[src/rtl/ic_line_fill.sv]
// I-cache line fill: issues one 4-beat read burst per miss, assembles the
// 128-bit line and hands it to the tag/RAM write stage for one cycle.
module ic_line_fill #(
    parameter int IWIDTH = 14
) (
    input  logic              clk,
    input  logic              rst,
    input  logic              rst_pipe,
    input  logic              icr_start_rq,
    input  logic [31:0]       ic_rin_addr,
    output logic              arvalid,
    output logic [31:0]       araddr,
    output logic [7:0]        arlen,
    input  logic              arready,
    input  logic              rvalid,
    input  logic [31:0]       rdata,
    input  logic              rlast,
    output logic              rready,
    output logic              ic_rdat_m_valid,
    output logic [127:0]      ic_ram_wdata_all,
    output logic [IWIDTH-3:0] ic_ram_wadr_all,
    output logic              ic_finish_mrd,
    output logic              ic_fill_err
);

    typedef enum logic [2:0] {
        S_IDLE  = 3'd0,
        S_AREQ  = 3'd1,
        S_RDAT  = 3'd2,
        S_WRT   = 3'd3,
        S_FIN   = 3'd4,
        S_DRAIN = 3'd5
    } state_t;

    state_t           state_q, state_d;
    logic [31:4]      addr_q;
    logic [1:0]       beat_cnt_q;
    logic [3:0][31:0] line_q;
    logic             arvalid_q;
    logic             rready_q;
    logic             m_valid_q;
    logic             finish_q;
    logic             beat_last;
    logic             unused_addr_bits;

    assign beat_last        = rvalid && (beat_cnt_q == 2'd3);
    assign unused_addr_bits = ^ic_rin_addr[3:0];

    // NOTE: state_d gets a default before the case so no path leaves it unassigned (no latch).
    always_comb begin
        state_d = state_q;
        case (state_q)
            S_IDLE:  if (icr_start_rq && !rst_pipe) state_d = S_AREQ;
            S_AREQ: begin
                if (rst_pipe)     state_d = arready ? S_DRAIN : S_IDLE;
                else if (arready) state_d = S_RDAT;
            end
            S_RDAT: begin
                if (beat_last)     state_d = rst_pipe ? S_FIN : S_WRT;
                else if (rst_pipe) state_d = S_DRAIN;
            end
            S_WRT:   state_d = S_FIN;
            S_FIN:   state_d = S_IDLE;
            S_DRAIN: if (beat_last) state_d = S_FIN;
            default: state_d = S_IDLE;
        endcase
    end

    // NOTE: all state uses non-blocking assignments so every register sees pre-edge values.
    always_ff @(posedge clk) begin
        if (rst) begin
            state_q    <= S_IDLE;
            addr_q     <= '0;
            beat_cnt_q <= 2'd0;
            line_q     <= '0;
            arvalid_q  <= 1'b0;
            rready_q   <= 1'b0;
            m_valid_q  <= 1'b0;
            finish_q   <= 1'b0;
        end else begin
            state_q   <= state_d;
            // Handshake outputs are registered from the next state, so they track state_q exactly.
            arvalid_q <= (state_d == S_AREQ);
            rready_q  <= (state_d == S_RDAT) || (state_d == S_DRAIN);
            m_valid_q <= (state_d == S_WRT);
            finish_q  <= (state_d == S_FIN);

            case (state_q)
                S_IDLE: begin
                    if (state_d == S_AREQ) begin
                        addr_q     <= ic_rin_addr[31:4];
                        beat_cnt_q <= 2'd0;
                        line_q     <= '0;
                    end
                end
                S_RDAT: begin
                    if (rvalid) begin
                        line_q[beat_cnt_q] <= rdata;
                        beat_cnt_q         <= beat_cnt_q + 2'd1;
                    end
                end
                S_DRAIN: begin
                    if (rvalid) beat_cnt_q <= beat_cnt_q + 2'd1;
                end
                default: ;
            endcase
        end
    end

    assign arvalid          = arvalid_q;
    assign araddr           = {addr_q, 4'b0000};
    assign arlen            = 8'd3;
    assign rready           = rready_q;
    assign ic_rdat_m_valid  = m_valid_q;
    assign ic_finish_mrd    = finish_q;
    assign ic_ram_wdata_all = line_q;
    assign ic_ram_wadr_all  = addr_q[IWIDTH+1:4];

    // rlast must mark beat 3 and only beat 3; flagged in the cycle the beat is accepted.
    assign ic_fill_err = rready_q && rvalid && (rlast != (beat_cnt_q == 2'd3));

endmodule

[config.mk]
export PLATFORM = sky130hd
export DESIGN_NAME = ic_line_fill
export DESIGN_NICKNAME = d
export VERILOG_FILES = /design/src/rtl/ic_line_fill.sv
export SDC_FILE = /design/constraint.sdc
export NUM_CORES = 1
export LEC_CHECK = 0
export ABC_AREA = 1
export BUFFER_PORTS_ARGS = -buffer_cell sky130_fd_sc_hd__buf_2
export CORE_ASPECT_RATIO = 0.9
export CORE_MARGIN = 5
export CORE_UTILIZATION = 44
export DETAILED_ROUTE_END_ITERATION = 8
export HOLD_SLACK_MARGIN = 0.05
export PLACE_DENSITY = 0.79
export SLEW_MARGIN = 20
export SYNTH_ARGS = -nofsm -noshare
export SYNTH_HDL_FRONTEND = slang
export SYNTH_SLANG_ARGS = --single-unit
[constraint.sdc]
create_clock -name clk -period 1.6 [get_ports clk]
set_clock_uncertainty 0.1 [all_clocks]
set_input_delay 0.32 -clock clk [delete_from_list [all_inputs] [get_ports clk]]
set_output_delay 0.32 -clock clk [all_outputs]
set_load 0.01 [all_outputs]
After elaboration in Yosys (flattened, before gate mapping)
Cells that the tools add are included.
Widths: inputs -> output; s select.
{"block": "classes", "reduce_logical": 14, "eq_ne": 14, "n_addsub": 1, "n_lt_le_gt_ge": 2, "muxes": 18}
{"operator": "$mux 128", "count": 2}
{"operator": "$pmux 128 s2", "count": 1}
{"operator": "$bwmux 128", "count": 1}
{"operator": "$demux 32 s2", "count": 1}
{"operator": "$mux 32", "count": 1}
{"operator": "$mux 3", "count": 8}
{"operator": "$pmux 3 s5", "count": 1}
{"operator": "$eq 3x2->1 const B", "count": 4}
{"operator": "$eq 3x3->1 const B", "count": 3}
{"operator": "$eq 3x1->1 const B", "count": 2}
{"operator": "$reduce_and 3->1", "count": 2}
{"operator": "$logic_and 1x1->1", "count": 5}
{"operator": "$mux 2", "count": 2}
{"operator": "$ne 2x2->1 const B", "count": 2}
{"operator": "$pmux 2 s2", "count": 1}
{"operator": "$reduce_bool 2->1", "count": 2}
{"operator": "$logic_not 3->1", "count": 1}
{"operator": "$lt 2x3->1 const B", "count": 1}
{"operator": "$add 2x1->2 const B", "count": 1}
{"operator": "$eq 2x2->1 const B", "count": 1}
{"operator": "$ge 2x1->1 const B", "count": 1}
{"operator": "$ne 2x1->1 const B", "count": 1}
{"operator": "$reduce_and 2->1", "count": 1}
{"operator": "$reduce_or 2->1", "count": 1}
{"operator": "other kinds (3)", "count": 3}
{"block": "totals", "elab_cells": 60, "register_bits": 165, "input_bits": 71}

Depth between registers and ports, before layout
{"block": "depth", "word_depth": 7, "ltp_mapped": 10, "depth_no_buf": 9}

Worst setup path before layout
No wires, ideal clock.
{"block": "synth_path", "path_type": "reg2out", "from": "register beat_cnt_q[0]", "to": "output ic_fill_err", "path_buffers": 2, "stages_incl_launch_ff": 7, "t_arrival_ns": 1.206, "setup_slack_ns": -0.026, "path_cell_list": "dfxtp_1 ha_1 clkbuf_1 clkbuf_1 nand2_1 nand2_1 nor2_1"}
{"block": "synth_via", "elab_chain_len": 3}
{"item": "from (decl)", "line": "37", "source": "logic [1:0] beat_cnt_q;"}
{"item": "from (signal assigned)", "line": "99", "source": "beat_cnt_q <= beat_cnt_q + 2'd1;"}
{"item": "from (signal assigned)", "line": "103", "source": "if (rvalid) beat_cnt_q <= beat_cnt_q + 2'd1;"}
{"item": "$eq 2x2->1", "line": "120", "source": "assign ic_fill_err = rready_q && rvalid && (rlast != (beat_cnt_q == 2'd3));"}
{"item": "$ne 1x1->1", "line": "120"}
{"item": "$logic_and 1x1->1", "line": "120"}
{"item": "to (decl)", "line": "23", "source": "output logic ic_fill_err"}
No other way between the ends.

Worst setup path in the final report
Ends and elaborated chain as after synthesis.

==> summary.md <==
| Metric | Value |
|---|---|
| Routability cong. | 0.897 |
| Synth Area in Compound Gates | 13.4% |
| Vias in the first global route | around 6500 |
| Max layer used | met4 |
| Sw frac | 25.0% |
| Final setup fails | 1 |
| Seq pwr share | 45.2% |
| Multiplexer share of the synthesized area | 0% |
| Nets | roughly 1200 |
| Die height | 126 um |
| Hold Vio Cnt, Final | 0 |
| Detail-routed via count per cell | 5.12 |
| Antenna cells | 0 |
| Synth Warn # | 0 |
| GRT Overall Usage | 23.5% |
| H-Tree Depth | 4 |
| Post-Syn Instances | 865 |
| Simple-gate area share of the yosys netlist | 24.8% |
| Area Overhead vs Synth | 46.4% |
| Initial Util | 44.7% |
| Clk_lat worst skew | 0.42 ns |
| Global-route wire length before repair | about 34000 um |
| Cell Area, Placed | 8230 um2 |
| Status | complete, but fails checks |
| XOR/XNOR share of the synthesized area | 0% |
| Pre-CTS setup slack | -0.125 ns |
| CP Capture Type | primary output |
| Post-DP HPWL | 14300 um |
| Worst hold slack | 0.0727 ns |
| Port bufs | 239 |
| Period Utilization, post-route | 105% |
| DR WL met2 | 10400 um |
| CTS tree | yes |
| Sequential share of the synthesized area | 50.4% |
| Die W | 139 um |
| Met1 WL | 9000 um |
| Minimum clock period after layout | around 1.7 ns |
| RSZ-0062 raised after global routing | true |
| Total chip power | approximately 9.2 mW |
| Clock Sinks | roughly 170 |
| Fmax | 597 MHz |
| Crit path required time | 1.18 ns |
| Max Root-Sink Buffers | 2 |
| Leak | around 4.3 nW |
| Met3 wire len | slightly below 2000 um |
| Sw power | 2.31 mW |
| First-pass detailed-route iteration total | 5 |
| Peak VDD IR | ~0.00080 V |
| DR vias | 6953 |
| Final Non-Filler Cells | 1358 |
| Worst Setup Start Kind | flip-flop |
| Synth Register Bits | 165 |
| Worst Path Arrival | 1.26 ns |
| Clock-pin slew on the worst setup and hold paths | about 0.070 ns |
| Netlist cell types | 22 |
| Final Core Density | between 60% and 70% |
| Core ar. | approximately 15000 um2 |
| Max-cap violations | 0 |
| Share of cells above drive strength 1 | ~36% |
| Clock network power share | 45.0% |
| Setup_tns | -0.0750 ns |
| Placed cells | 1289 |
| Slew Viols, Final | 0 |
| Post-synthesis adder-cell area fraction | 0.763% |
| Logic gate share of total power | 9.8% |
| Crit path max fanout | 4 |
| First DRT Iteration DRCs | between 500 and 600 |
| GR Overflow Total | 0 |
| Hold WC Path Type | input pin to flip-flop |
| Post-route ant nets | 0 |
| Die area | 17500 um2 |
| Pin count of the biggest net entering global routing | 42 |
| Avg Cell Area, Syn | 7.58 um2 |
| Initial antenna violation count | 0 |
| Root Buffer Master | clkbuf_16 |
| I/O pin count | 256 |
| Post-route DRC violation count | 0 |
| Largest family of logic cells by synthesized area | simple AND/OR/NAND/NOR gates |
| Synthesized area | 6560 um2 |
| Wirelength, routed | around 22000 um |
| Final WS setup | -0.0750 ns |
| Total CTS buffers | 17 |
| Design Area, Final | 9600 um2 |
| Failing checks | setup timing |
| Drt wl/cell | 16.3 um |
| Critical path type | flip-flop to primary output |
| Row count | 42 |
| Power Internal | 6.93 mW |
| Power per cell area | 962 nW/um2 |
## sequential cells by signal, summed over array words and instances (netlist names)
signal            cells
ic_ram_wdata_all    128
state_q               3
addr_q               28
rready                1
arvalid               1
beat_cnt_q            2
ic_finish_mrd         1
ic_rdat_m_valid       1
## layer usage
| layer | up-vias | track usage, % |
|---|---|---|
| li1 | 3365 | - |
| met1 | 3202 | 29.1 |
| met2 | 331 | 38.3 |
| met3 | 55 | 7.35 |
| met4 | 0 | 9.78 |
| met5 | - | 0 |
## synthesized netlist by cell type (all sizes together)
cell	count	area, um2
a21oi	161	806
nand2	202	758
conb	2	7.51
clkbuf	36	139
o211ai	1	7.51
buf	58	392
nand3	140	701
ha	4	50.1
o21bai	1	7.51
nor3	1	5.00
inv	43	161
o21ai	9	60.1
and2	2	12.5
nor2	40	150
dfxtp	165	3300
## critical path, stage by stage (launching register included)
cell     delay (ns)
dfxtp_4        0.36
ha_4           0.18
o21ai_2        0.12
nor2_1         0.05
buf_2          0.13
## path summary, 6_finish.rpt
path / startpoint / cells past startpoint / slack (ns) / end
max: beat_cnt_q[0] / 4 / -0.08 / ic_fill_err
max reg2reg: state_q[1] / 8 / 0 / ic_ram_wdata_all[78]
min reg2reg: ic_ram_wdata_all[111] / 2 / 0.36 / ic_ram_wdata_all[111]
min: ic_rin_addr[22] / 3 / 0.07 / addr_q[22]
## timing repair
action	4_1_cts	5_1_grt
resized for setup	6	89
hold buffers	26	0
pin swaps	2	13
endpoints found under the hold margin	26	0
gates cloned	0	5
endpoints found under the setup margin	130	144
setup buffers	2	4
## cell type report
| cell class | count | area, um2 |
|---|---|---|
| well taps | 198 | 248 |
| inverters | 43 | 166 |
| clock inverters | 14 | 166 |
| multi-input cells | 573 | 2890 |
| repair buffers | 347 | 2380 |
| fillers | 1168 | 5060 |
| flip-flops and latches | 165 | 3310 |
| clock buffers | 18 | 439 |
## placed cells by master (no fill, tap or decap), types with 2 or more instances in the layout
cell / instances
buf_2: 238
nor2_4: 2
nand3_2: 2
nand2_1: 182
inv_4: 2
dfxtp_1: 160
dfxtp_4: 2
nor2_1: 35
buf_12: 13
clkbuf_16: 21
buf_4: 53
nand2_2: 8
dfxtp_2: 3
o21ai_0: 2
and2_1: 2
nand3_1: 137
o21ai_2: 2
a21oi_1: 140
buf_8: 2
conb_1: 12
a21oi_2: 21
buf_6: 10
nand2_4: 12
inv_1: 41
inv_6: 4
clkinv_4: 6
nor2_2: 3
bufinv_16: 2
o21ai_4: 4
ha_1: 2
dlygate4sd3_1: 26
## power by group through the flow
stage	clock [mW]	combinational [mW]	sequential [mW]
floorplan	0	0.413	4.29
global placement	0	0.718	4.27
detailed placement	0	0.721	4.27
CTS	4.22	0.783	4.17
global route	4.38	0.975	4.18
finish	4.15	0.908	4.18
## cell families (layout without fill, tap and decap cells)
group	after synthesis	in the layout
other	2	12
AOI/OAI and AO/OA	172	172
adders and majority gates	4	4
DFF	165	165
buffers and inverters	137	422
and+or+nand+nor	385	385
Note: power is estimated with default switching activity, not from simulation.
